File: config.mk
export PLATFORM = sky130hd
export DESIGN_NAME = json_field_extractor_flat
export DESIGN_NICKNAME = d
export VERILOG_FILES = /design/src/rtl/json_pkg.sv /design/src/rtl/json_field_extractor_if.sv /design/src/rtl/json_key_matcher.sv /design/src/rtl/json_field_extractor.sv /design/src/flat_wrapper.sv
export SDC_FILE = /design/constraint.sdc
export NUM_CORES = 1
export LEC_CHECK = 0
export ABC_CLOCK_PERIOD_IN_PS = 3950
export CAP_MARGIN = 20
export CORE_AREA = 2 2 116 140
export DETAILED_ROUTE_END_ITERATION = 10
export DIE_AREA = 0 0 118 142
export PLACE_DENSITY = 0.57
export REMOVE_ABC_BUFFERS = 1
export SKIP_LAST_GASP = 1
export SLEW_MARGIN = 20
export SYNTH_ARGS = -nofsm -noshare
export SYNTH_HDL_FRONTEND = slang
export SYNTH_SLANG_ARGS = --single-unit
File: constraint.sdc
create_clock -name clk -period 3.95 [get_ports clk]
set_input_delay 0.79 -clock clk [delete_from_list [all_inputs] [get_ports clk]]
set_output_delay 0.79 -clock clk [all_outputs]
set_load 0.03 [all_outputs]
File: src/rtl/json_pkg.sv
// ----------------------------------------------------------------------------
// json_pkg
// Shared definitions for the JSON field extractor: ASCII byte constants,
// the parse FSM state type and a helper that sizes the key-index field.
// No ports (package).
// ----------------------------------------------------------------------------
package json_pkg;

    localparam logic [7:0] ASCII_QUOTE = 8'h22;
    localparam logic [7:0] ASCII_COLON = 8'h3A;
    localparam logic [7:0] ASCII_SPACE = 8'h20;
    localparam logic [7:0] ASCII_ZERO  = 8'h30;
    localparam logic [7:0] ASCII_NINE  = 8'h39;
    localparam logic [7:0] ASCII_COMMA = 8'h2C;

    typedef enum logic [1:0] {
        HUNT   = 2'd0,
        SKIP   = 2'd1,
        DIGITS = 2'd2
    } state_e;

    // A single key still needs a 1-bit index so the port never collapses.
    function automatic int key_w(input int n);
        return (n <= 1) ? 1 : $clog2(n);
    endfunction

endpackage

File: src/rtl/json_field_extractor_if.sv
// ----------------------------------------------------------------------------
// json_field_extractor_if
// Bundles the byte-stream input, the per-field result pulse, the per-key
// value/stability state and the RAM write port of the JSON field extractor.
//   master : drives byte_in/byte_valid/clr, observes all results
//   slave  : the extractor itself
// ----------------------------------------------------------------------------
interface json_field_extractor_if
    import json_pkg::*;
#(
    parameter int NUM_KEYS = 2,
    parameter int VAL_W    = 10,
    parameter int ADDR_W   = 8
);
    localparam int KEY_W = key_w(NUM_KEYS);

    logic [7:0]                byte_in;
    logic                      byte_valid;
    logic                      clr;
    logic                      val_valid;
    logic [KEY_W-1:0]          val_key;
    logic [VAL_W-1:0]          val_data;
    logic                      val_err;
    logic [NUM_KEYS*VAL_W-1:0] key_values;
    logic [NUM_KEYS-1:0]       stable_mask;
    logic                      wr_en;
    logic [ADDR_W-1:0]         wr_addr;

    modport master (
        output byte_in, byte_valid, clr,
        input  val_valid, val_key, val_data, val_err,
        input  key_values, stable_mask, wr_en, wr_addr
    );

    modport slave (
        input  byte_in, byte_valid, clr,
        output val_valid, val_key, val_data, val_err,
        output key_values, stable_mask, wr_en, wr_addr
    );

endinterface

File: src/rtl/json_key_matcher.sv
// ----------------------------------------------------------------------------
// json_key_matcher
// Tracks progress through the byte pattern  "<key>":  and pulses hit_o
// (combinationally, on the strobe carrying the colon) when it completes.
// Ports:
//   clk, rst_n    clock, asynchronous active-low reset
//   clr_i         synchronous restart of the match index
//   byte_i        received byte, qualified by byte_valid_i
//   pattern_i     key characters, first character in the MS byte
//   len_i         number of key characters in use
//   hit_o         pattern completed on this byte
// ----------------------------------------------------------------------------
module json_key_matcher
    import json_pkg::*;
#(
    parameter int KEY_MAXLEN = 12
) (
    input  logic                    clk,
    input  logic                    rst_n,
    input  logic                    clr_i,
    input  logic [7:0]              byte_i,
    input  logic                    byte_valid_i,
    input  logic [KEY_MAXLEN*8-1:0] pattern_i,
    input  logic [3:0]              len_i,
    output logic                    hit_o
);

    logic [4:0] idx_q, idx_d;
    logic [4:0] last_idx;
    logic [7:0] exp_byte;

    assign last_idx = 5'(len_i) + 5'd2;

    // Byte expected at the current index: opening quote, key characters,
    // closing quote, then the colon.
    always_comb begin
        exp_byte = ASCII_QUOTE;
        for (int j = 0; j < KEY_MAXLEN; j++) begin
            if (idx_q == 5'(j + 1)) begin
                exp_byte = pattern_i[(KEY_MAXLEN-j)*8-1 -: 8];
            end
        end
        if (idx_q == 5'(len_i) + 5'd1) begin
            exp_byte = ASCII_QUOTE;
        end else if (idx_q == last_idx) begin
            exp_byte = ASCII_COLON;
        end else if (idx_q == 5'd0) begin
            exp_byte = ASCII_QUOTE;
        end
    end

    // A mismatching quote may itself open a new key, so restart at 1.
    always_comb begin
        idx_d = idx_q;
        hit_o = 1'b0;
        if (clr_i) begin
            idx_d = 5'd0;
        end else if (byte_valid_i) begin
            if (byte_i == exp_byte) begin
                if (idx_q == last_idx) begin
                    hit_o = 1'b1;
                    idx_d = 5'd0;
                end else begin
                    idx_d = idx_q + 5'd1;
                end
            end else begin
                idx_d = (byte_i == ASCII_QUOTE) ? 5'd1 : 5'd0;
            end
        end
    end

    always_ff @(posedge clk or negedge rst_n) begin
        if (!rst_n) begin
            idx_q <= 5'd0;
        end else begin
            idx_q <= idx_d;
        end
    end

endmodule

File: src/rtl/json_field_extractor.sv
// ----------------------------------------------------------------------------
// json_field_extractor
// Finds up to NUM_KEYS JSON keys in a UART byte stream, converts the unsigned
// decimal value after each key, flags malformed fields, tracks how many
// consecutive identical good values each key has seen, and strobes a RAM
// write once every key is stable.
// Ports:
//   clk, rst_n  clock, asynchronous active-low reset
//   bus         json_field_extractor_if.slave: byte_in/byte_valid/clr in;
//               val_valid/val_key/val_data/val_err, key_values, stable_mask,
//               wr_en/wr_addr out (all registered)
// ----------------------------------------------------------------------------
module json_field_extractor
    import json_pkg::*;
#(
    parameter int                           NUM_KEYS   = 2,
    parameter int                           KEY_MAXLEN = 12,
    parameter logic [NUM_KEYS*KEY_MAXLEN*8-1:0] KEY_STR =
        {"direction", 24'h0, "distance", 32'h0},
    parameter logic [NUM_KEYS*4-1:0]        KEY_LEN    = {4'd9, 4'd8},
    parameter int                           MAX_DIGITS = 3,
    parameter int                           VAL_W      = 10,
    parameter int                           STABLE_N   = 3,
    parameter int                           ADDR_W     = 8
) (
    input  logic                   clk,
    input  logic                   rst_n,
    json_field_extractor_if.slave  bus
);

    localparam int KW  = key_w(NUM_KEYS);
    localparam int NDW = $clog2(MAX_DIGITS + 1);
    localparam int CW  = $clog2(STABLE_N + 1);

    logic [NUM_KEYS-1:0] hit;

    state_e                         state_q, state_d;
    logic [KW-1:0]                  cur_key_q, cur_key_d;
    logic [VAL_W-1:0]               acc_q, acc_d;
    logic [NDW-1:0]                 ndig_q, ndig_d;
    logic                           ovf_q, ovf_d;
    logic                           val_valid_q, val_valid_d;
    logic [KW-1:0]                  val_key_q, val_key_d;
    logic [VAL_W-1:0]               val_data_q, val_data_d;
    logic                           val_err_q, val_err_d;
    logic [NUM_KEYS-1:0][VAL_W-1:0] key_values_q, key_values_d;
    logic [NUM_KEYS-1:0][CW-1:0]    cnt_q, cnt_d;
    logic [NUM_KEYS-1:0]            mask_q, mask_d;
    logic                           wr_pend_q, wr_pend_d;
    logic                           wr_en_q, wr_en_d;
    logic [ADDR_W-1:0]              wr_addr_q, wr_addr_d;

    logic                           is_digit;
    logic [3:0]                     digit_val;
    logic                           hit_any;
    logic [KW-1:0]                  hit_idx;
    logic                           close;
    logic                           field_err;

    for (genvar k = 0; k < NUM_KEYS; k++) begin : g_match
        json_key_matcher #(
            .KEY_MAXLEN (KEY_MAXLEN)
        ) u_match (
            .clk          (clk),
            .rst_n        (rst_n),
            .clr_i        (bus.clr),
            .byte_i       (bus.byte_in),
            .byte_valid_i (bus.byte_valid),
            .pattern_i    (KEY_STR[k*KEY_MAXLEN*8 +: KEY_MAXLEN*8]),
            .len_i        (KEY_LEN[k*4 +: 4]),
            .hit_o        (hit[k])
        );
    end

    assign is_digit  = (bus.byte_in >= ASCII_ZERO) && (bus.byte_in <= ASCII_NINE);
    assign digit_val = bus.byte_in[3:0];

    // Next-state logic for the parser, accumulator, stability counters and
    // write address. Scanning downward leaves the lowest hitting key selected.
    always_comb begin
        hit_any = 1'b0;
        hit_idx = '0;
        for (int k = NUM_KEYS - 1; k >= 0; k--) begin
            if (hit[k]) begin
                hit_any = 1'b1;
                hit_idx = KW'(k);
            end
        end

        state_d      = state_q;
        cur_key_d    = cur_key_q;
        acc_d        = acc_q;
        ndig_d       = ndig_q;
        ovf_d        = ovf_q;
        val_valid_d  = 1'b0;
        val_key_d    = val_key_q;
        val_data_d   = val_data_q;
        val_err_d    = val_err_q;
        key_values_d = key_values_q;
        cnt_d        = cnt_q;
        wr_pend_d    = 1'b0;
        wr_en_d      = wr_pend_q;
        wr_addr_d    = wr_pend_q ? wr_addr_q + ADDR_W'(1) : wr_addr_q;
        close        = 1'b0;
        field_err    = ovf_q || (ndig_q == '0);

        if (bus.byte_valid) begin
            unique case (state_q)
                HUNT: begin
                    if (hit_any) begin
                        cur_key_d = hit_idx;
                        acc_d     = '0;
                        ndig_d    = '0;
                        ovf_d     = 1'b0;
                        state_d   = SKIP;
                    end
                end
                SKIP: begin
                    if (bus.byte_in == ASCII_SPACE) begin
                        state_d = SKIP;
                    end else if (is_digit) begin
                        acc_d   = VAL_W'(digit_val);
                        ndig_d  = NDW'(1);
                        state_d = DIGITS;
                    end else begin
                        close = 1'b1;
                    end
                end
                DIGITS: begin
                    if (is_digit) begin
                        // Extra digits are swallowed so the field still ends
                        // at its real terminator.
                        if (ndig_q == NDW'(MAX_DIGITS)) begin
                            ovf_d = 1'b1;
                        end else begin
                            acc_d  = acc_q * VAL_W'(10) + VAL_W'(digit_val);
                            ndig_d = ndig_q + NDW'(1);
                        end
                    end else begin
                        close = 1'b1;
                    end
                end
                default: state_d = HUNT;
            endcase
        end

        if (close) begin
            state_d     = HUNT;
            val_valid_d = 1'b1;
            val_key_d   = cur_key_q;
            val_data_d  = acc_q;
            val_err_d   = field_err;
            for (int k = 0; k < NUM_KEYS; k++) begin
                if (cur_key_q == KW'(k)) begin
                    if (!field_err) begin
                        key_values_d[k] = acc_q;
                        if (acc_q == key_values_q[k]) begin
                            cnt_d[k] = (cnt_q[k] == CW'(STABLE_N)) ? cnt_q[k]
                                                                    : cnt_q[k] + CW'(1);
                        end else begin
                            cnt_d[k] = CW'(1);
                        end
                    end else begin
                        cnt_d[k] = '0;
                    end
                end
            end
        end

        if (bus.clr) begin
            state_d      = HUNT;
            val_valid_d  = 1'b0;
            val_key_d    = val_key_q;
            val_data_d   = val_data_q;
            val_err_d    = val_err_q;
            key_values_d = key_values_q;
            cnt_d        = '0;
            wr_en_d      = 1'b0;
            wr_addr_d    = '0;
        end

        for (int k = 0; k < NUM_KEYS; k++) begin
            mask_d[k] = (cnt_d[k] == CW'(STABLE_N));
        end

        // The write is armed by a good close of the last key that leaves
        // every key stable; it fires on the following cycle.
        if (close && !field_err && !bus.clr &&
            (cur_key_q == KW'(NUM_KEYS - 1)) && (&mask_d)) begin
            wr_pend_d = 1'b1;
        end
    end

    // Single register stage for the FSM and every output.
    always_ff @(posedge clk or negedge rst_n) begin
        if (!rst_n) begin
            state_q      <= HUNT;
            cur_key_q    <= '0;
            acc_q        <= '0;
            ndig_q       <= '0;
            ovf_q        <= 1'b0;
            val_valid_q  <= 1'b0;
            val_key_q    <= '0;
            val_data_q   <= '0;
            val_err_q    <= 1'b0;
            key_values_q <= '0;
            cnt_q        <= '0;
            mask_q       <= '0;
            wr_pend_q    <= 1'b0;
            wr_en_q      <= 1'b0;
            wr_addr_q    <= '0;
        end else begin
            state_q      <= state_d;
            cur_key_q    <= cur_key_d;
            acc_q        <= acc_d;
            ndig_q       <= ndig_d;
            ovf_q        <= ovf_d;
            val_valid_q  <= val_valid_d;
            val_key_q    <= val_key_d;
            val_data_q   <= val_data_d;
            val_err_q    <= val_err_d;
            key_values_q <= key_values_d;
            cnt_q        <= cnt_d;
            mask_q       <= mask_d;
            wr_pend_q    <= wr_pend_d;
            wr_en_q      <= wr_en_d;
            wr_addr_q    <= wr_addr_d;
        end
    end

    assign bus.val_valid   = val_valid_q;
    assign bus.val_key     = val_key_q;
    assign bus.val_data    = val_data_q;
    assign bus.val_err     = val_err_q;
    assign bus.key_values  = key_values_q;
    assign bus.stable_mask = mask_q;
    assign bus.wr_en       = wr_en_q;
    assign bus.wr_addr     = wr_addr_q;

endmodule
File: src/flat_wrapper.sv
// flat-port wrapper written by rule: the top's interface ports become plain ports
module json_field_extractor_flat import json_pkg::*;
#(
    parameter int                           NUM_KEYS   = 2,
    parameter int                           KEY_MAXLEN = 12,
    parameter logic [NUM_KEYS*KEY_MAXLEN*8-1:0] KEY_STR =
        {"         ", 24'h0, "        ", 32'h0},
    parameter logic [NUM_KEYS*4-1:0]        KEY_LEN    = {4'd9, 4'd8},
    parameter int                           MAX_DIGITS = 3,
    parameter int                           VAL_W      = 10,
    parameter int                           STABLE_N   = 3,
    parameter int                           ADDR_W     = 8
)
  (clk, rst_n, bus_byte_in, bus_byte_valid, bus_clr, bus_val_valid, bus_val_key, bus_val_data, bus_val_err, bus_key_values, bus_stable_mask, bus_wr_en, bus_wr_addr);
  json_field_extractor_if #(.NUM_KEYS(NUM_KEYS), .VAL_W(VAL_W), .ADDR_W(ADDR_W)) bus_i ();
  input  logic clk;
  input  logic rst_n;
  input wire logic [$bits(bus_i.byte_in)-1:0] bus_byte_in;
  input wire logic [$bits(bus_i.byte_valid)-1:0] bus_byte_valid;
  input wire logic [$bits(bus_i.clr)-1:0] bus_clr;
  output wire logic [$bits(bus_i.val_valid)-1:0] bus_val_valid;
  output wire logic [$bits(bus_i.val_key)-1:0] bus_val_key;
  output wire logic [$bits(bus_i.val_data)-1:0] bus_val_data;
  output wire logic [$bits(bus_i.val_err)-1:0] bus_val_err;
  output wire logic [$bits(bus_i.key_values)-1:0] bus_key_values;
  output wire logic [$bits(bus_i.stable_mask)-1:0] bus_stable_mask;
  output wire logic [$bits(bus_i.wr_en)-1:0] bus_wr_en;
  output wire logic [$bits(bus_i.wr_addr)-1:0] bus_wr_addr;
  assign bus_i.byte_in = bus_byte_in;
  assign bus_i.byte_valid = bus_byte_valid;
  assign bus_i.clr = bus_clr;
  assign bus_val_valid = bus_i.val_valid;
  assign bus_val_key = bus_i.val_key;
  assign bus_val_data = bus_i.val_data;
  assign bus_val_err = bus_i.val_err;
  assign bus_key_values = bus_i.key_values;
  assign bus_stable_mask = bus_i.stable_mask;
  assign bus_wr_en = bus_i.wr_en;
  assign bus_wr_addr = bus_i.wr_addr;
  json_field_extractor #(.NUM_KEYS(NUM_KEYS), .KEY_MAXLEN(KEY_MAXLEN), .KEY_STR(KEY_STR), .KEY_LEN(KEY_LEN), .MAX_DIGITS(MAX_DIGITS), .VAL_W(VAL_W), .STABLE_N(STABLE_N), .ADDR_W(ADDR_W)) u_core (.clk(clk), .rst_n(rst_n), .bus(bus_i));
endmodule
==> results of run 1 <==
==> report_power, final <==
group	total [mW]	switching [mW]	leakage [nW]	internal, mW
Clock	0.803	0.310	0.144	0.493
Combinational	0.0987	0.0616	1.35	0.0371
Sequential	0.780	0.00746	1.03	0.773
Total	1.68	0.379	2.52	1.30
==> worst paths after layout <==
kind / cells after the start / endpoint / slack (ns)
max in group asynchronous: 1 / u_core.bus.val_data[5] / 2.72
worst max-delay path: 7 / u_core.bus.key_values[16] / 0.65
worst min register to register: 1 / u_core.bus.val_data[2] / 0.51
worst min-delay path: 1 / u_core.bus.val_data[2] / 0.51
min in group asynchronous: 1 / u_core.g_match[1].u_match.idx_q[3] / 0.58
worst max register to register: 9 / u_core.acc_q[9] / 0.73
==> final cells by class <==
class                           instances  area share (%)
Clock buffer                           13           4.984
Clock inverter                          3          0.3560
Inverter                               22           1.469
Multi-Input combinational cell        321           44.64
Sequential cell                        75           33.38
Tap cell                              208           4.628
Timing Repair Buffer                   61           10.55
==> per-layer routing <==
| metal | GRT usage (%) | share of wire (%) |
|---|---|---|
| met5 | 0 | 0 |
| met4 | 4.566 | 1.4 |
| met3 | 3.526 | 4.0 |
| met2 | 22.58 | 49 |
| met1 | 16.34 | 46 |
==> sequential cells by signal, summed over array words and instances, names as in the netlist, 2 cells and up <==
register	count
u_core.bus.wr_addr	8
u_core.acc_q	10
u_core.state_q	2
u_core.bus.key_values	20
u_core.g_match.u_match.idx_q	10
u_core.bus.stable_mask	2
u_core.ndig_q	2
u_core.cnt_q	4
u_core.bus.val_data	10
==> placed cells by master, fill, tap and decap left out, drive strengths merged, types with 3 or more instances in the layout <==
| master | instances |
|---|---|
| a211oi | 9 |
| a21o | 3 |
| a21oi | 16 |
| a31oi | 5 |
| and2 | 4 |
| buf | 7 |
| clkbuf | 13 |
| clkdlybuf4s50 | 54 |
| dfrtp | 75 |
| ha | 29 |
| inv | 22 |
| mux2 | 40 |
| mux2i | 4 |
| nand2 | 20 |
| nand2b | 4 |
| nand3 | 12 |
| nand4 | 11 |
| nor2 | 36 |
| nor2b | 9 |
| nor3b | 5 |
| nor4 | 6 |
| o211ai | 4 |
| o21ai | 17 |
| o2bb2ai | 3 |
| o31ai | 3 |
| or3 | 6 |
| xnor2 | 21 |
| xor2 | 20 |
==> cell families after synthesis <==
| kind of cell | count (synthesis) |
|---|---|
| AO/OA/AOI/OAI | 76 |
| adder cells (fa/ha/maj) | 31 |
| XOR/XNOR | 41 |
| AND/OR/NAND/NOR | 129 |
| multiplexers | 44 |
| buffers and inverters | 36 |
| flip-flops | 75 |
==> through the flow <==
stage	instances	util, %	hold slack, ns
4_1_cts	703	36.39	0.5151
2_1_floorplan	418	-	0.4944
6_report	703	36.39	0.5075
5_1_grt	703	36.39	0.5221
3_3_place_gp	687	34.45	0.4935
3_5_place_dp	687	34.45	0.5016
==> qor.csv, run 1 <==
metric;value;unit
status;complete, no violations;
setup_ws;0.6525;ns
dpl_cell_area;5323;um2
cap_violations;0;
setup_viol;0;
synth_most_common_cell;dfrtp_1;
die_area;16760;um2
dp_slack;0.2635;ns
p_leak;2.518;nW
synthXorXnorAreaFrac;8.085;%
max_stage_delay;0.58;ns
async_flop_share;100.0;%
min_from;u_core.bus.val_data[2];
grt_pass1_vias;3441;
grtUsageTotal;13.28;%
ys_ff_latch;75;
syn_area;4534;um2
synth_cells;432;
drive_gt1_share;14.14;%
num_vias;3472;
tightest_slew;0.9591;ns
postSynthAreaPerCell;10.50;um2
report.final.slew_viol_count;0;
arrival;3.52;ns
clock_path_buffers;2;
antenna_cells;0;
worst-path-buf-inv;1;
period_needed;3.298;ns
fp.dieW;118;um
drc_errors;0;
grt_pass1_wl;17680;um
worst_slew_margin_rel;36.06;%
startpoint;bus_byte_in[2];
vias_per_cell;4.939;
dp_hpwl;7963;um
p_per_area;299.1;nW/um2
cts_tree;done;
yosys.area_share.simple;15.65;%
yosysUniqueCellTypes;59;
postCtsSetupRepairBufs;0;
io-pin-count;56;
path_max_fanout;12;
drt_iter0_markers;121;
antenna_found_initial;0;
synth_top_family_by_area;simple AND/OR/NAND/NOR gates;
fillers;1558;
cts_root_buf;clkbuf_16;
clkTransAtPathRegs;0.06;ns
yosys_warnings;0;
yosysSeqAreaShare;41.39;%
clock_latency;0.33;ns
hold_viol_final;0;
htree_num_levels;3;
firstDrtPassIters;5;
port_buffers;55;
layout.area.seq;1877;um2
grt-ovfl-total;0;
tns;0;ns
synth.area.mux_share;11.40;%
min_path_type;register to register;
critPathTopFamily;simple AND/OR/NAND/NOR gates;
synth-edff-count;0;
synth.top_cell.area_share;41.39;%
finalNetCount;533;
r2r-start;u_core.g_match[0].u_match.idx_q[0];
rows;50;
cts.sinks;75;
ant_nets;0;
area_delta_synth_final;24.01;%
cts.hold.buffers_added;0;
cp-end-kind;register;
clock_skew;0.004507;ns
numCtsBuffers;9;
total_power;1.682;mW
yosys-top-cells-count;75 x dfrtp_1, 36 x nor2_1, 33 x mux2_2;
synth_compound_area_share;11.34;%
yosys_most_used_dff;dfrtp_1;
die_h;142;um
rsz0062_at_grt;false;
critPathKind;input pin to register;
core;15450;um2
start_util;29.34;%
cts_resized;0;
max_freq;303.3;MHz
max-vdd-ir-drop;0.1643;mV
synth_top_area_cell;dfrtp_1;
multiInputGateArea;2510;um2
final_area;5623;um2
grt_max_degree;76;
crit_chain;clkdlybuf4s50_1, nor4_1, a41oi_1, o211a_1, and2_1, nand3b_1, mux2_2;
gp_congestion;0.9081;
synthTopCellsByArea;dfrtp_1 41%, mux2_2 8.2%, ha_1 8.0%;
start_kind;input pin;
wl_per_cell;15.08;um
routed_wl;10600;um
finalCritPeriodShare;83.48;%
synthAdderAreaFrac;8.885;%
worstPathRequired;4.17;ns
slowest_stage;nor4_1;
Note: power is estimated with default switching activity, not from simulation.
==> run 2: changes to the inputs <==
--- a/config.mk
+++ b/config.mk
@@ -5,7 +5,7 @@
 export SDC_FILE = /design/constraint.sdc
 export NUM_CORES = 1
 export LEC_CHECK = 0
-export ABC_CLOCK_PERIOD_IN_PS = 3950
+export ABC_CLOCK_PERIOD_IN_PS = 3250
 export CAP_MARGIN = 20
 export CORE_AREA = 2 2 116 140
 export DETAILED_ROUTE_END_ITERATION = 10
==> constraint.sdc (replaced) <==
create_clock -name clk -period 3.25 [get_ports clk]
set_input_delay 0.65 -clock clk [delete_from_list [all_inputs] [get_ports clk]]
set_output_delay 0.65 -clock clk [all_outputs]
set_load 0.03 [all_outputs]
==> run 2 against run 1 <==
Critical path depth is 3 higher. Core utilization up 1.2 points. Clock power rose by 26%. Worst hold slack got worse by 0.19 ns. Worst setup slack worse by 0.39 ns. Cell count rose by 2.7%. Clock skew rose by 0.0022 ns. Largest power group unchanged.
==> qor.csv, run 2 (synthesis results as in run 1) <==
metric;value;unit;change
status;complete, no violations;;
met3_usage;2.564;%;-0.96 points
ant_nets;0;;unchanged
switching_share;22.91;%;+0.36 points
tightest_slew;0.7744;ns;-0.1848 ns
cts_tree;done;;
die_h;142;um;unchanged
cp-end-kind;register;;
rsz0062_at_grt;false;;
wl_per_cell;14.99;um;-0.55%
max-vdd-ir-drop;0.2558;mV;+56%
p_int;1.605;mW;+23%
drc_errors;0;;unchanged
r2r_end;u_core.acc_q[8];;
report.final.slew_viol_count;0;;unchanged
path_max_fanout;12;;unchanged
drive_gt1_share;17.51;%;+3.4 points
rows;50;;unchanged
dpl_cell_area;5490;um2;+3.2%
finalNetCount;552;;+3.6%
port_buffers;55;;unchanged
mostFrequentLayoutCells;75 x dfrtp_1, 54 x clkdlybuf4s50_1, 36 x nor2_1;;
antenna_found_initial;0;;unchanged
antenna_cells;0;;unchanged
clkTransAtPathRegs;0.06;ns;about the same
numCtsBuffers;9;;unchanged
min_path_type;input pin to async pin;;
setup_viol;0;;unchanged
cts.sinks;75;;unchanged
r2r-start;u_core.g_match[0].u_match.idx_q[0];;
p_leak;2.623;nW;+4.2%
postCtsSetupRepairBufs;0;;unchanged
gp_congestion;0.8136;;-10%
largest_reg_flops;20;;unchanged
area_delta_synth_final;27.98;%;
grt-busiest-layer;met2;;
cts_root_buf;clkbuf_16;;
die_area;16760;um2;unchanged
p_per_area;358.8;nW/um2;+20%
cts.hold.buffers_added;0;;unchanged
hold_viol_final;0;;unchanged
grt-ovfl-total;0;;unchanged
grtUsageTotal;13.80;%;+0.51 points
worst_slew_margin_rel;48.27;%;+12 points
use_met1;17.95;%;+1.6 points
clock_power_share;48.3;%;+0.6 points
htree_num_levels;3;;unchanged
max_freq;334.4;MHz;
tns;0;ns;unchanged
seqPwrFrac;45.5;%;-0.9 points
start_util;29.34;%;unchanged
firstDrtPassIters;4;;-1
reg2reg_slack;0.26;ns;-0.47 ns
grtUsageMet2;22.71;%;+0.12 points
total_power;2.082;mW;+24%
clock_skew;0.006713;ns;+0.002207 ns
comb_power_share;6.2;%;+0.3 points
finalCritPeriodShare;92.01;%;
worstPathRequired;3.47;ns;-0.70 ns
start_kind;register;;
grt_pass1_vias;3639;;+5.8%
io-pin-count;56;;unchanged
switching_power;477.0;uW;+26%
r2r_cells;10;;+1
drt_iter0_markers;188;;+55%
startpoint;u_core.g_match[0].u_match.idx_q[0];;
vias_per_cell;4.806;;-2.7%
clock_path_buffers;2;;unchanged
fp.dieW;118;um;unchanged
core;15450;um2;unchanged
grt_max_degree;76;;unchanged
grt_pass1_wl;18450;um;+4.3%
critPathKind;register to register;;
arrival;3.21;ns;-0.31 ns
routed_wl;10830;um;+2.1%
final_area;5803;um2;+3.2%
period_needed;2.990;ns;
num_vias;3470;;-0.058%
endpoint;u_core.acc_q[8];;
dp_hpwl;8208;um;+3.1%
layout_commonest_cell;dfrtp_1;;
cap_violations;0;;unchanged
clock_latency;0.34;ns;about the same
-- run 2: changes by cell type in the layout (fill, tap and decap cells not counted), sizes merged --
cell    change
clkbuf      -3
clkinv      +1
buf        +19
inv         +1
bufinv      +1
-- run 2: area by class of cell --
cell class / instances / area, um2
clock buffers: 10 / 239.0
well taps: 208 / 260.3
fillers: 1564 / 9649
flip-flops and latches: 75 / 1877
repair buffers: 80 / 764.5
multi-input cells: 321 / 2516
inverters: 22 / 82.58
clock inverters: 6 / 63.81
-- run 2: power by group through the flow --
| stage | clock [mW] | sequential (mW) | combinational (mW) |
|---|---|---|---|
| 3_3_place_gp | 0 | 0.964 | 0.128 |
| 4_1_cts | 1.04 | 0.947 | 0.131 |
| 6_report | 1.01 | 0.947 | 0.130 |
| 3_5_place_dp | 0 | 0.964 | 0.130 |
| 5_1_grt | 1.08 | 0.947 | 0.146 |
| 2_1_floorplan | 0 | 0.964 | 0.0555 |
-- run 2: stage by stage --
stage	setup slack, ns	cells	hold slack, ns	utilization, %
floorplan	0.3569	418	0.3544	-
global placement	0.1412	706	0.5044	35.53
detailed placement	0.1029	706	0.4964	35.53
CTS	0.2141	722	0.5043	37.49
global route	0.01653	722	0.3909	37.55
finish	0.2596	722	0.3134	37.55
-- run 2: worst max-delay path, stage by stage, from the launching register on --
cell and delay, ns:
dfrtp_1 0.43, inv_1 0.09, ha_1 0.24, or4b_1 0.53, a311oi_2 0.33, xnor2_1 0.27
nand4_4 0.14, o211ai_2 0.24, nand3_2 0.13, buf_12 0.17, mux2_4 0.29
-- run 2: routing by layer --
metal  share of wire, %  routed length (um)
met5                  0                   0
met4                1.6                 174
met3                3.5                 379
met2                 48                5201
met1                 47                5070
-- run 2: worst min path at each step --
| stage | slack, ns | end | startpoint | cells past startpoint |
|---|---|---|---|---|
| after floorplan | 0.35 | u_core.acc_q[0] | rst_n | 0 |
| after global placement | 0.50 | u_core.bus.val_data[7] | u_core.bus.val_data[7] | 1 |
| after detailed placement | 0.50 | u_core.bus.val_data[6] | u_core.bus.val_data[6] | 1 |
| after CTS | 0.50 | u_core.g_match[0].u_match.idx_q[1] | rst_n | 1 |
| after global routing | 0.39 | u_core.g_match[0].u_match.idx_q[1] | rst_n | 1 |
| final | 0.31 | u_core.g_match[0].u_match.idx_q[1] | rst_n | 1 |
-- run 2: what timing repair did --
| item | CTS | global route |
|---|---|---|
| setup endpoints to repair | 0 | 9 |
| hold endpoints to repair | 0 | 0 |
| gates resized for setup | 0 | 1 |
==> patch 1 (settings of run 1) <==
`ADDR_W` is set to 8 in 3 places; all go to 9.
--- a/src/rtl/json_field_extractor_if.sv
+++ b/src/rtl/json_field_extractor_if.sv
@@ -11,5 +11,5 @@
     parameter int NUM_KEYS = 2,
     parameter int VAL_W    = 10,
-    parameter int ADDR_W   = 8
+    parameter int ADDR_W   = 9
 );
     localparam int KEY_W = key_w(NUM_KEYS);
--- a/src/rtl/json_field_extractor.sv
+++ b/src/rtl/json_field_extractor.sv
@@ -22,5 +22,5 @@
     parameter int                           VAL_W      = 10,
     parameter int                           STABLE_N   = 3,
-    parameter int                           ADDR_W     = 8
+    parameter int                           ADDR_W     = 9
 ) (
     input  logic                   clk,
--- a/src/flat_wrapper.sv
+++ b/src/flat_wrapper.sv
@@ -10,5 +10,5 @@
     parameter int                           VAL_W      = 10,
     parameter int                           STABLE_N   = 3,
-    parameter int                           ADDR_W     = 8
+    parameter int                           ADDR_W     = 9
 )
   (clk, rst_n, bus_byte_in, bus_byte_valid, bus_clr, bus_val_valid, bus_val_key, bus_val_data, bus_val_err, bus_key_values, bus_stable_mask, bus_wr_en, bus_wr_addr);
Interface: changed (resized bus_wr_addr); port bits go from 56 to 57. No check against the original RTL was run, so the function may have changed too.
==> patch 1 against run 1 <==
Count of clock-buffer cells in the layout decreased by 4. Via count up 2.3%. Sequential cell count is 1 higher. Routed wire length decreased by 1.7%. Synthesized cell count increased by 7.6%. Design area is 0.27% higher. Area after synthesis rose by 0.91%. Total power rose by 6.3%. Register-to-register slack improved by 0.29 ns. Worst setup slack lost 0.028 ns.
==> patch 1: results (changes against run 1) <==
| Metric | Value |
|---|---|
| Status | completed |
| Worst EP arrival | 3.55 ns (+0.03 ns) |
| Register area share after synthesis | 0.416 (+0.00173) |
| Worst-skew pair later-pin latency | around 0.34 ns |
| CP max-delay cell | clkdlybuf4s50_1 |
| Post-Route WL | 10400 um (-1.7%) |
| Most common library cells after synthesis | dfrtp_1 (76), nand2_1 (57), nor2_1 (32), ha_1 (29), xor2_1 (26) |
| Fillers | 1598 (+2.6%) |
| Via count | 3553 (+2.3%) |
| Crit path max fanout | 13 (+1) |
| Dpl hpwl | 7930 um (-0.44%) |
| Layout cells sized above 1 | 0.105 (-0.0367) |
| Nets | 563 (+5.6%) |
| Placed instance area | 0.00535 mm^2 (+0.52%) |
| Tot GR Track Use | 0.133 (+0.000188) |
| Drt first pass iters | 4 (-1) |
| Worst-margin pin slew | 0.968 ns (+0.00863 ns) |
| Largest net degree at the start of global routing | 77 (+1.3%) |
| VDD IR max | 0.164 mV (about the same) |
| Post-synth cell types | 64 (+8.5%) |
| Leak | 0.00256 uW (+1.8%) |
| Drt initial violations | 147 (+21%) |
| H-tree Lvls | 3 (unchanged) |
| Placer Congestion | 0.831 (-8.5%) |
| Port Buffers | 56 (+1.8%) |
==> patch 1: changes by cell type in the layout (fill, tap and decap cells not counted), sizes merged, moves of 6 or more <==
cell	before	now
nand2	20	57
xnor2	21	15
mux2	40	21
inv	22	28
nand2b	4	10
o31ai	3	13
xor2	20	27
==> patch 1: power by group <==
group          internal [uW]  switching (uW)
clock                    440             354
combinational           73.7             106
sequential               791            22.5
total                   1300             482
==> patch 1: per-layer routing <==
layer	track usage	vias up	wire [um]
met5	0	-	0
li1	-	1764	-
met4	0.0463	0	153
met2	0.228	66	5140
met3	0.0256	9	341
met1	0.168	1714	4790
==> patch 1: path summary, 6_finish.rpt <==
check / from / endpoint / slack, ns / depth (start not counted)
max in group asynchronous: rst_n / u_core.acc_q[6] / 2.72 / 1
hold / removal: u_core.bus.val_data[2] / u_core.bus.val_data[2] / 0.47 / 2
min in group asynchronous: rst_n / u_core.bus.val_data[7] / 0.60 / 1
setup reg to reg: u_core.g_match[0].u_match.idx_q[0] / u_core.state_q[0] / 1.02 / 9
setup / recovery: bus_byte_in[1] / u_core.bus.key_values[19] / 0.62 / 8
hold reg to reg: u_core.bus.val_data[2] / u_core.bus.val_data[2] / 0.47 / 2
==> patch 1: critical path, delay by kind of cell <==
family          cells  cell delay [ns]
simple gates        3             1.17
buf+inv             2             0.67
compound gates      2             0.53
mux                 1             0.40
==> patch 1: cells by family (layout without fill, tap and decap cells) <==
logic type / Yosys count / count (layout) / synth area share
adder cells (fa/ha/maj): 31 / 31 / 0.0881
AND/OR/NAND/NOR: 170 / 170 / 0.194
XOR/XNOR: 42 / 42 / 0.0820
flip-flops: 76 / 76 / 0.416
buffers and inverters: 40 / 100 / 0.0366
AO/OA/AOI/OAI: 81 / 81 / 0.123
multiplexers: 25 / 25 / 0.0604
==> patch 1: area by class of cell <==
class / count / share of cell area
clock buffer: 9 / 0.0399
sequential: 76 / 0.337
timing repair buffer: 61 / 0.106
multi-input combinational: 349 / 0.445
tap: 208 / 0.0462
clock inverter: 7 / 0.0111
inverter: 23 / 0.0153
==> patch 1: metrics by stage <==
| stage | std cells | worst slack [ns] | hold WS, ns | total power, uW | utilization |
|---|---|---|---|---|---|
| floorplan | 448 | 1.05 | 0.475 | 931 | - |
| global placement | 717 | 0.350 | 0.467 | 1000 | 0.346 |
| detailed placement | 717 | 0.274 | 0.468 | 1010 | 0.346 |
| CTS | 733 | 0.618 | 0.483 | 1820 | 0.365 |
| global route | 733 | 0.294 | 0.515 | 1880 | 0.365 |
| finish | 733 | 0.624 | 0.475 | 1790 | 0.365 |
==> patch 2 (config.mk and constraints of run 1) <==
Without the edit above. `cur_key_q`, `val_key_q`, `val_data_q`, `key_values_q` and `wr_addr_q` no longer have a reset.
--- a/src/rtl/json_field_extractor.sv
+++ b/src/rtl/json_field_extractor.sv
@@ -196,35 +196,33 @@
         if (!rst_n) begin
             state_q      <= HUNT;
-            cur_key_q    <= '0;
             acc_q        <= '0;
             ndig_q       <= '0;
             ovf_q        <= 1'b0;
             val_valid_q  <= 1'b0;
-            val_key_q    <= '0;
-            val_data_q   <= '0;
             val_err_q    <= 1'b0;
-            key_values_q <= '0;
             cnt_q        <= '0;
             mask_q       <= '0;
             wr_pend_q    <= 1'b0;
             wr_en_q      <= 1'b0;
-            wr_addr_q    <= '0;
         end else begin
             state_q      <= state_d;
-            cur_key_q    <= cur_key_d;
             acc_q        <= acc_d;
             ndig_q       <= ndig_d;
             ovf_q        <= ovf_d;
             val_valid_q  <= val_valid_d;
-            val_key_q    <= val_key_d;
-            val_data_q   <= val_data_d;
             val_err_q    <= val_err_d;
-            key_values_q <= key_values_d;
             cnt_q        <= cnt_d;
             mask_q       <= mask_d;
             wr_pend_q    <= wr_pend_d;
             wr_en_q      <= wr_en_d;
-            wr_addr_q    <= wr_addr_d;
-        end
+        end
+    end
+
+    always_ff @(posedge clk) begin
+        cur_key_q    <= cur_key_d;
+        val_key_q    <= val_key_d;
+        val_data_q   <= val_data_d;
+        key_values_q <= key_values_d;
+        wr_addr_q    <= wr_addr_d;
     end
 
Check against the original RTL: no difference found for any inputs over 10 cycles, from zero or initial values and one cycle with rst_n low; that may be too few to reach the edited logic, so the function may still have changed.
==> patch 2 against run 1 <==
Total power decreased by 0.34%. Sequential share of layout area increased by 3.4 points. Count of clock-buffer cells in the layout decreased by 4. Sequential cell count unchanged. Die area unchanged. Routed wire length decreased by 9.2%. Area after synthesis decreased by 4.3%. Worst setup slack improved by 0.030 ns. Global-route usage decreased by 1.3 points. Design area decreased by 3.3%. Critical endpoint is now u_core.bus.val_err. Largest cell class unchanged. Highest routed layer unchanged.
==> patch 2: results (changes against run 1) <==
| Metric | Value |
|---|---|
| Vias in the first global route | 3132 (-9.0%) |
| Leading power group | sequential cells |
| Dpl hpwl | 7350 um (-7.7%) |
| Worst EP arrival | 3.49 ns (-0.03 ns) |
| Status | completed |
| Pwr dens | 308 mW/mm^2 (+3.1%) |
| P_comb | 76.3 uW (-23%) |
| Hold Path Depth | 2 (+1) |
| CP endpoint | u_core.bus.val_err |
| Placer Congestion | 0.781 (-14%) |
| EDFF count, synth | 32 (+32) |
| Post-synthesis area per instance | 11.0 um^2 (+4.9%) |
| Tot GR Track Use | 0.120 (-0.0127) |
| Layout cells sized above 1 | 0.0978 (-0.0436) |
| Hold wc startpoint | u_core.bus.wr_addr[7] |
| Most common library cells after synthesis | dfrtp_1 (35), nor2_1 (33), edfxtp_1 (32), ha_1 (29), xor2_1 (25) |
| Placed insts | 652 (-5.1%) |
| Xor/xnor share of the synthesized area | 0.0787 (-0.00213) |
| Slew margin rel. | 0.337 (-0.0235) |
| Clock share of power | 0.467 (-0.010) |
| Register area share after synthesis | 0.460 (+0.0463) |
| Via count | 3192 (-8.1%) |
| First-pass GRT wire length | 16000 um (-9.6%) |
| Post-route setup slack | 0.683 ns (+0.0301 ns) |
| Leak | 0.00224 uW (-11%) |
| Clock Skew | 0.00711 ns (+0.00261 ns) |
| Synth top area cells | edfxtp_1 (22%), dfrtp_1 (20%), ha_1 (8.4%) |
| Hold Crit Endpoint | u_core.bus.wr_addr[7] |
| Mux cell area share after synthesis | 0.0505 (-0.0635) |
| Worst setup startpoint | bus_byte_in[3] |
patch 2: changes by cell type in the layout (fill, tap and decap cells not counted), moves of 5 or more:
cell,before,now
o21ai_0,17,12
xor2_1,19,25
dfrtp_1,75,35
xnor2_1,21,14
dfxtp_1,0,8
edfxtp_1,0,32
nor3_1,2,9
nand2_1,20,15
mux2_2,33,3
nand3_1,11,6
patch 2: cell type report:
| type | instances | area [um^2] |
|---|---|---|
| Clock buffer | 9 | 225 |
| Clock inverter | 7 | 58.8 |
| Fill cell | 1579 | 10000 |
| Inverter | 20 | 75.1 |
| Multi-Input combinational cell | 286 | 2210 |
| Sequential cell | 75 | 2000 |
| Tap cell | 208 | 260 |
| Timing Repair Buffer | 63 | 606 |
patch 2: per-layer routing:
metal  track usage  part of all wire  up-vias
li1              -                 -     1566
met1         0.154              0.47     1540
met2         0.198              0.47       69
met3        0.0224             0.040       17
met4        0.0533             0.020        0
met5             0                 0        -
